<file path="src/rtl/vending_machine_pkg.sv">
// Shared vending-machine constants, money types and the coin-return FSM state encoding.
package vending_machine_pkg;

  localparam int unsigned NUM_COINS  = 3;
  localparam int unsigned TOTAL_BITS = 31;
  localparam int unsigned COIN_VAL0  = 100;
  localparam int unsigned COIN_VAL1  = 500;
  localparam int unsigned COIN_VAL2  = 1000;

  typedef logic [TOTAL_BITS-1:0] money_t;
  typedef logic [NUM_COINS-1:0]  coin_mask_t;

  typedef enum logic [1:0] {
    IDLE,
    SELECT,
    DISPENSE,
    DONE
  } state_e;

  function automatic money_t coin_value(input int unsigned idx);
    case (idx)
      0:       return money_t'(COIN_VAL0);
      1:       return money_t'(COIN_VAL1);
      2:       return money_t'(COIN_VAL2);
      default: return '0;
    endcase
  endfunction

endpackage

</file>
<file path="src/rtl/coin_return_dispenser_if.sv">
// Request and hopper handshake bundle of the coin-return dispenser.
interface coin_return_dispenser_if;
  import vending_machine_pkg::*;

  logic       i_return_req;
  money_t     i_balance;
  coin_mask_t i_hopper_empty;
  logic       i_hopper_ack;
  logic       o_hopper_valid;
  coin_mask_t o_hopper_coin;
  logic       o_busy;
  logic       o_done;
  money_t     o_residual;
  money_t     o_return_total;

  // Requester / hopper side.
  modport master (
    output i_return_req, i_balance, i_hopper_empty, i_hopper_ack,
    input  o_hopper_valid, o_hopper_coin, o_busy, o_done, o_residual, o_return_total
  );

  // Dispenser side.
  modport slave (
    input  i_return_req, i_balance, i_hopper_empty, i_hopper_ack,
    output o_hopper_valid, o_hopper_coin, o_busy, o_done, o_residual, o_return_total
  );
endinterface

</file>
<file path="src/rtl/coin_return_dispenser_coin_select.sv">
// Greedy coin picker: largest in-stock denomination not exceeding the remaining amount.
module coin_select
  import vending_machine_pkg::*;
(
  input  money_t     remaining,
  input  coin_mask_t empty,
  output logic       found,
  output coin_mask_t coin,
  output money_t     value
);

  always_comb begin
    found = 1'b0;
    coin  = '0;
    value = '0;
    for (int i = int'(NUM_COINS) - 1; i >= 0; i--) begin
      if (!found && !empty[i] && (coin_value(unsigned'(i)) <= remaining)) begin
        found = 1'b1;
        coin  = coin_mask_t'(1) << i;
        value = coin_value(unsigned'(i));
      end
    end
  end

endmodule

</file>
<file path="src/rtl/coin_return_dispenser.sv">
// Converts a return balance into single coins on the hopper handshake and keeps the
// running total of money returned since reset.
module coin_return_dispenser
  import vending_machine_pkg::*;
(
  input logic                    clk,
  input logic                    reset_n,
  coin_return_dispenser_if.slave bus
);

  state_e     state_q, state_d;
  money_t     remaining_q, remaining_d;
  money_t     value_q, value_d;
  money_t     residual_q, residual_d;
  money_t     total_q, total_d;
  logic       valid_q, valid_d;
  coin_mask_t coin_q, coin_d;

  logic       sel_found;
  coin_mask_t sel_coin;
  money_t     sel_value;

  coin_select u_coin_select (
    .remaining (remaining_q),
    .empty     (bus.i_hopper_empty),
    .found     (sel_found),
    .coin      (sel_coin),
    .value     (sel_value)
  );

  always_comb begin
    state_d     = state_q;
    remaining_d = remaining_q;
    value_d     = value_q;
    residual_d  = residual_q;
    total_d     = total_q;
    valid_d     = valid_q;
    coin_d      = coin_q;
    case (state_q)
      IDLE: begin
        if (bus.i_return_req) begin
          remaining_d = bus.i_balance;
          state_d     = SELECT;
        end
      end
      SELECT: begin
        if (sel_found) begin
          valid_d = 1'b1;
          coin_d  = sel_coin;
          // Latch the value so stock changes mid-handshake cannot alter the accounting.
          value_d = sel_value;
          state_d = DISPENSE;
        end else begin
          residual_d = remaining_q;
          state_d    = DONE;
        end
      end
      DISPENSE: begin
        if (bus.i_hopper_ack) begin
          valid_d     = 1'b0;
          remaining_d = remaining_q - value_q;
          total_d     = total_q + value_q;
          state_d     = SELECT;
        end
      end
      DONE:    state_d = IDLE;
      default: state_d = IDLE;
    endcase
  end

  always_ff @(posedge clk) begin
    if (!reset_n) begin
      state_q     <= IDLE;
      remaining_q <= '0;
      value_q     <= '0;
      residual_q  <= '0;
      total_q     <= '0;
      valid_q     <= 1'b0;
      coin_q      <= '0;
    end else begin
      state_q     <= state_d;
      remaining_q <= remaining_d;
      value_q     <= value_d;
      residual_q  <= residual_d;
      total_q     <= total_d;
      valid_q     <= valid_d;
      coin_q      <= coin_d;
    end
  end

  assign bus.o_hopper_valid = valid_q;
  assign bus.o_hopper_coin  = coin_q;
  assign bus.o_busy         = (state_q != IDLE);
  assign bus.o_done         = (state_q == DONE);
  assign bus.o_residual     = residual_q;
  assign bus.o_return_total = total_q;

endmodule

</file>
<file path="src/flat_wrapper.sv">
// flat-port wrapper written by rule: the top's interface ports become plain ports
module coin_return_dispenser_flat import vending_machine_pkg::*;
  (clk, reset_n, bus_i_return_req, bus_i_balance, bus_i_hopper_empty, bus_i_hopper_ack, bus_o_hopper_valid, bus_o_hopper_coin, bus_o_busy, bus_o_done, bus_o_residual, bus_o_return_total);
  coin_return_dispenser_if bus_i ();
  input logic clk;
  input logic reset_n;
  input wire logic [$bits(bus_i.i_return_req)-1:0] bus_i_return_req;
  input wire logic [$bits(bus_i.i_balance)-1:0] bus_i_balance;
  input wire logic [$bits(bus_i.i_hopper_empty)-1:0] bus_i_hopper_empty;
  input wire logic [$bits(bus_i.i_hopper_ack)-1:0] bus_i_hopper_ack;
  output wire logic [$bits(bus_i.o_hopper_valid)-1:0] bus_o_hopper_valid;
  output wire logic [$bits(bus_i.o_hopper_coin)-1:0] bus_o_hopper_coin;
  output wire logic [$bits(bus_i.o_busy)-1:0] bus_o_busy;
  output wire logic [$bits(bus_i.o_done)-1:0] bus_o_done;
  output wire logic [$bits(bus_i.o_residual)-1:0] bus_o_residual;
  output wire logic [$bits(bus_i.o_return_total)-1:0] bus_o_return_total;
  assign bus_i.i_return_req = bus_i_return_req;
  assign bus_i.i_balance = bus_i_balance;
  assign bus_i.i_hopper_empty = bus_i_hopper_empty;
  assign bus_i.i_hopper_ack = bus_i_hopper_ack;
  assign bus_o_hopper_valid = bus_i.o_hopper_valid;
  assign bus_o_hopper_coin = bus_i.o_hopper_coin;
  assign bus_o_busy = bus_i.o_busy;
  assign bus_o_done = bus_i.o_done;
  assign bus_o_residual = bus_i.o_residual;
  assign bus_o_return_total = bus_i.o_return_total;
  coin_return_dispenser u_core (.clk(clk), .reset_n(reset_n), .bus(bus_i));
endmodule
</file>
<file path="config.mk">
export PLATFORM = sky130hd
export DESIGN_NAME = coin_return_dispenser_flat
export DESIGN_NICKNAME = d
export VERILOG_FILES = /design/src/rtl/vending_machine_pkg.sv /design/src/rtl/coin_return_dispenser_if.sv /design/src/rtl/coin_return_dispenser_coin_select.sv /design/src/rtl/coin_return_dispenser.sv /design/src/flat_wrapper.sv
export SDC_FILE = /design/constraint.sdc
export NUM_CORES = 1
export LEC_CHECK = 0
export ABC_AREA = 1
export CORE_ASPECT_RATIO = 1.4
export CORE_MARGIN = 5
export CORE_UTILIZATION = 35
export CTS_BUF_LIST = sky130_fd_sc_hd__clkbuf_8
export DETAILED_ROUTE_END_ITERATION = 10
export GPL_ROUTABILITY_DRIVEN = 0
export HOLD_SLACK_MARGIN = 0.1
export SETUP_SLACK_MARGIN = 0.4
export SLEW_MARGIN = 10
export SYNTH_ARGS = -nofsm -noshare
export SYNTH_HDL_FRONTEND = slang
export SYNTH_HIERARCHICAL = 1
export SYNTH_SLANG_ARGS = --single-unit
export TNS_END_PERCENT = 100
</file>
<file path="constraint.sdc">
create_clock -name clk -period 2.4 [get_ports clk]
set_clock_uncertainty 0.05 [all_clocks]
set_input_delay 0.48 -clock clk [delete_from_list [all_inputs] [get_ports clk]]
set_output_delay 0.48 -clock clk [all_outputs]
set_load 0.03 [all_outputs]
</file>
== Yosys cells after proc, flatten, opt, wreduce, memory -nomap -nowiden ==
Index checks and enable logic that the tools add are counted.
W data, S select, Z words.

* Add/subtract/negate cells: 2
* Magnitude comparators: 3
* Equality and inequality tests: 6
* Multiplexer cells: 19
* Bitwise operators: 1
* Reductions and logical operators: 20

{| class="wikitable"
|+ Operators with widths
! cell !! count
|-
| $mux W31 || 4
|-
| $pmux W31 S2 || 1
|-
| $add A31 B31 Y31 || 1
|-
| $le A10 B31 Y1 const A || 1
|-
| $le A7 B31 Y1 const A || 1
|-
| $le A9 B31 Y1 const A || 1
|-
| $sub A31 B31 Y31 || 1
|-
| $mux W10 || 1
|-
| $mux W3 || 3
|-
| $pmux W2 S4 || 1
|-
| $reduce_and A2 Y1 || 4
|-
| $mux W1 || 6
|-
| $reduce_and A3 Y1 || 2
|-
| $reduce_bool A2 Y1 || 3
|-
| $logic_and A1 B1 Y1 || 5
|-
| $logic_not A1 Y1 || 5
|-
| $eq A2 B2 Y1 const B || 2
|-
| $mux W2 || 2
|-
| $ne A2 B2 Y1 const B || 2
|-
| $eq A2 B1 Y1 const B || 1
|-
| $logic_not A2 Y1 || 1
|-
| $ne A2 B1 Y1 const B || 1
|-
| $pmux W1 S2 || 1
|-
| $not A1 Y1 || 1
|}

* Flip-flop bits (word level): 130
* Bits of input ports: 38
* Output and inout bits: 68
* Word-level logic and storage cells: 58

== Depth between registers and ports, before layout ==
* Word-level depth: 13
* Gate-level depth with buffers: 15
* Mapped depth without buffers: 15

== Cells and area by module ==
The synthesis kept the hierarchy.

{| class="wikitable"
|+ By module, submodules not included
! module !! instances !! cells an instance !! area an instance (µm²) !! sequential area each (µm²)
|-
| coin_return_dispenser || 1 || 1445 || 8954.8 || 2602.5
|-
| coin_select || 1 || 160 || 817.0 || 0.0
|}

== Least setup slack after synthesis ==
No wires, ideal clock.

* Path type: register -> register
* Start: reg u_core.total_q[0], in the netlist u_core/bus.o_return_total[0]
* End: reg u_core.total_q[28], in the netlist u_core/bus.o_return_total[28]
* Setup time: 109 ps
* Data arrival time: 1936 ps
* Required time: 2241 ps
* Slack: 305 ps
* Cell stages (with the launch flop): 16
* Path buffers: 0
* Clock period less this slack: 2095 ps
* Cell sequence: dfxtp_1 -> ha_1 -> fa_1 -> nand2_1 -> nand2_1 -> and2_1 -> nand2_1 -> nand2_1 -> nand2_1 -> nand2_2 -> nand3b_1 -> nand2_1 -> nand2_1 -> nand3_1 -> nand2_1 -> inv_1

* Word-level cells in the longest chain between the ends: 1

{| class="wikitable"
|+ RTL lines
! what !! RTL line !! text
|-
| from (decl) || coin_return_dispenser.sv:15 || <nowiki>money_t total_q, total_d;</nowiki>
|-
| from (signal assigned) || coin_return_dispenser.sv:85 || <nowiki>total_q <= total_d;</nowiki>
|-
| $add A31 B31 Y31 || coin_return_dispenser.sv:62 || <nowiki>total_d = total_q + value_q;</nowiki>
|}

Every way passes these cells.
A chain may end at the register's enable or synchronous reset.

== Worst setup path in the final report ==
* Start: reg u_core.remaining_q[28]
* End: reg u_core.value_q[11]

* Word-level cells in the longest chain between the ends: 12
* Elaborated cells on any way between the ends: 15
* Classes of those cells: 3 x order compare; 4 x mux; 8 x reduce/logical

{| class="wikitable"
|+ RTL lines
! what !! RTL line !! text
|-
| from (decl) || coin_return_dispenser.sv:12 || <nowiki>money_t remaining_q, remaining_d;</nowiki>
|-
| from (signal assigned) || coin_return_dispenser.sv:82 || <nowiki>remaining_q <= remaining_d;</nowiki>
|-
| $le A10 B31 Y1 || coin_return_dispenser_coin_select.sv:17 || <nowiki>if (!found && !empty[i] && (coin_value(unsigned'(i)) <= remaining)) begin</nowiki>
|-
| $logic_and A1 B1 Y1 || coin_return_dispenser_coin_select.sv:17 ||
|-
| $mux W1 || coin_return_dispenser_coin_select.sv:17 ||
|-
| $logic_not A1 Y1 || coin_return_dispenser_coin_select.sv:17 ||
|-
| $logic_and A1 B1 Y1 (2 in series) || coin_return_dispenser_coin_select.sv:17 ||
|-
| $mux W1 || coin_return_dispenser_coin_select.sv:17 ||
|-
| $logic_not A1 Y1 || coin_return_dispenser_coin_select.sv:17 ||
|-
| $logic_and A1 B1 Y1 (2 in series) || coin_return_dispenser_coin_select.sv:17 ||
|-
| $mux W1 (*) || coin_return_dispenser_coin_select.sv:17 ||
|-
| net u_core.sel_found || coin_return_dispenser.sv:19 || <nowiki>logic sel_found;</nowiki>
|-
| $reduce_and A2 Y1 (no source line) (*) || n/a ||
|-
| to (signal assigned) || coin_return_dispenser.sv:83 || <nowiki>value_q <= value_d;</nowiki>
|-
| to (decl) || coin_return_dispenser.sv:13 || <nowiki>money_t value_q, value_d;</nowiki>
|}

The timed path passes the listed nets; every way through them passes the cells marked *.

==> impl_metrics.yaml <==
status:
  status: "finished, final reports clean"
grt:
  antenna_found_initial: 0
  grt_overflow: 0
  grt_pass1_vias: 10370
  grt_pass1_wl_microns: 52530
  grt_max_degree: 51
  track_usage_pct: 21.03
die:
  die_h_microns: 207.7
  rows: 72
  die_area_sq_um: 31410
  start_util_pct: 35.45
  die_x_microns: 151.2
  core_sq_um: 27570
  num_io_pins: 106
pwr:
  clockPowerShare_pct: 21.0
  p_per_area_nw_per_um2: 658.7
  p_switching_w: 0.003976
  p_leak_nw: 6.538
  p_seq_share_pct: 29.6
  p_int_w: 0.005071
  combinationalPowerShare_pct: 49.5
  vdd_ir_drop_max_v: 0.0004215
  swShare_pct: 43.95
timing:
  fin_setup_tns_ns: 0
  tightest_slew_ns: 0.5164
  post-route-min-period_ns: 2.191
  relSlewSlack_pct: 65.57
  fin_crit_sh_pct: 91.28
  rsz0062_at_grt: "yes"
  setup-violations-final: 0
  max_freq_mhz: 456.4
  holdWs_ns: 0.2507
  finalHoldViolCount: 0
  final-max-slew-violation-count: 0
clocking:
  cts_hold_buf: 0
  clkTransAtPathRegs_ns: 0.08
  cts_max_level: 4
  cts_num_sinks: 130
  numCtsBuffers: 17
  clockRootBuffer: "clkbuf_8"
  cts_buffer_depth: 2
  clk_latency_ns: 0.47
  cts_tree: "yes"
logic_synthesis:
  synth_xor_area_share_pct: 2.510
  synth_ff_type: "dfxtp_1"
  synth_area_sq_um: 9772
  ys_types: 43
  synth_adder_area_share_pct: 8.092
  synth.avg_cell_area_sq_um: 6.088
  synth-compound-area-share_pct: 16.80
  ys_ff_latch: 130
  synth_simple_gate_area_share_pct: 32.38
  muxShareOfSynthArea_pct: 0
  yosysWarnings: 6
  ys_seq_area_share_pct: 26.63
  synth_top_family_by_area: "simple AND/OR/NAND/NOR gates"
  async_flop_share_pct: 0
  synth_cells: 1605
  synth_enable_flop_cells: 0
routing:
  wirelength_microns: 34240
  first_pass_iters: 5
  drtIter0Drc: 611
  vias: 10610
  ant_nets: 0
  drt-wirelength-per-cell_microns: 16.06
  vias_per_cell: 4.976
  post-route-drc-count: 0
placement:
  detailed_place_hpwl_microns: 23760
  place_area_sq_um: 11160
  numPortBuffers: 105
final_layout:
  nFillCells: 2753
  utilization_pct: 49.82
  antenna_cells: 0
  area_growth_pct: 40.55
  fin_nets: 1849
  final_area_sq_um: 13730
  drive_gt1_share_pct: 26.50
worst_hold_path:
  whs_path_depth: 3
  hold_path_class: "input pin to flip-flop"
worst_setup_path:
  crit_path_start_kind: "flip-flop"
  worstSetupPathType: "flip-flop to flip-flop"
  ff2ff_path_depth: 13
  crit_required_ns: 2.70
  setup.worst_path.end_class: "flip-flop"
  cp.arrival_ns: 2.49
  worstPathMaxFanout: 17
job:
  cap_violations: 0
per-stage QoR:
step	power, W	worst slack [ns]	instances
after floorplan	0.005055	0.4085	1627
after global routing	0.009665	0.1536	2132
final	0.009047	0.2092	2132
after detailed placement	0.006005	0.04119	2052
after global placement	0.005980	0.07169	2052
after CTS	0.008400	0.2598	2119
sequential cells by signal, summed over array words and instances, names as in the netlist:
| signal | flops |
|---|---|
| u_core/bus.o_residual | 31 |
| u_core/bus.o_return_total | 31 |
| u_core/remaining_q | 31 |
| u_core/value_q | 31 |
| u_core/bus.o_hopper_coin | 3 |
| u_core/state_q | 2 |
| u_core/bus.o_hopper_valid | 1 |
path summary, 6_finish.rpt:
kind              slack [ns]                     endpoint                        start
hold / removal          0.25    u_core/bus.o_hopper_valid                      reset_n
hold reg to reg         0.40  u_core/bus.o_hopper_coin[0]  u_core/bus.o_hopper_coin[0]
setup reg to reg        0.21           u_core/value_q[11]       u_core/remaining_q[28]
setup / recovery        0.21           u_core/value_q[11]       u_core/remaining_q[28]
worst max-delay path, stage by stage, from the launching register on:
cell and delay (ns):
dfxtp_4 0.37, buf_4 0.15, nor3_4 0.12, nand2_2 0.10
nor2_4 0.16, nand2_1 0.09, nand2_2 0.13, nand2_4 0.08
nand3_4 0.13, nand3_4 0.14, buf_6 0.16, buf_16 0.15
o21ai_1 0.20, a21oi_2 0.06
repair_timing:
item | in CTS | in global routing
pin swaps | 62 | 81
buffers inserted | 22 | 12
resized for setup | 295 | 263
gates cloned | 13 | 1
endpoints found under the setup margin | 173 | 123
hold endpoints to repair | 0 | 0
per-layer routing:
metal	wire length, microns	share of wire [%]	GRT usage, %	vias up
met5	0	0	0	-
met4	1494	4.4	10.04	0
met3	1371	4.0	3.167	82
met2	17960	52	37.81	287
met1	13410	39	23.80	4889
li1	-	-	-	5350
power by group through the flow:
stage               sequential, W  clock, W  combinational (W)
floorplan                 0.00265         0            0.00240
global placement          0.00263         0            0.00334
detailed placement        0.00263         0            0.00337
CTS                       0.00262   0.00195            0.00383
global route              0.00270   0.00205            0.00491
finish                    0.00267   0.00190            0.00447
cells in the final DEF (no fill, tap or decap), drive strengths merged, types with 60 or more instances in the layout:
| cell | instances |
|---|---|
| dfxtp | 130 |
| nand2 | 414 |
| a21oi | 121 |
| buf | 73 |
| inv | 242 |
| nor2 | 235 |
| dlygate4sd2 | 66 |
| o21ai | 121 |
| ha | 60 |
| nand3 | 89 |
final cells by class:
type | count | area, sq um | share of cell area, %
well taps | 370 | 462.9 | 3.371
clock buffers | 18 | 247.7 | 1.804
multi-input cells | 1181 | 7382 | 53.75
repair buffers | 176 | 1877 | 13.66
flip-flops and latches | 130 | 2703 | 19.68
inverters | 243 | 922.1 | 6.714
clock inverters | 14 | 140.1 | 1.020
cells by family (layout without fill, tap and decap cells):
family | Yosys count | in the layout
other | 1 | 23
adder cells (fa/ha/maj) | 62 | 62
flip-flops | 130 | 130
AO/OA/AOI/OAI | 299 | 299
buffers and inverters | 316 | 451
AND/OR/NAND/NOR | 769 | 769
XOR/XNOR | 28 | 28
Yosys cell counts, types with 3 or more instances:
master,count,area (sq um)
nand2_1,406,1524
inv_1,232,870.8
nor2_1,221,829.6
dfxtp_1,130,2603
a21oi_1,120,600.6
o21ai_0,117,585.6
nand3_1,87,435.4
ha_1,60,750.7
clkbuf_1,34,127.6
buf_4,33,247.7
xor2_1,22,192.7
o21bai_1,20,150.1
o21a_1,14,105.1
nor2_2,11,68.82
o22ai_1,11,68.82
nand4_1,10,62.56
inv_2,8,30.03
and2_1,6,37.54
nand2_2,6,37.54
nor3_1,6,30.03
xnor2_1,6,52.55
a21o_1,5,37.54
buf_2,5,25.02
nand3b_1,5,37.54
clkinv_1,3,11.26
nor2_4,3,33.78
Note: power is estimated with default switching activity, not from simulation.
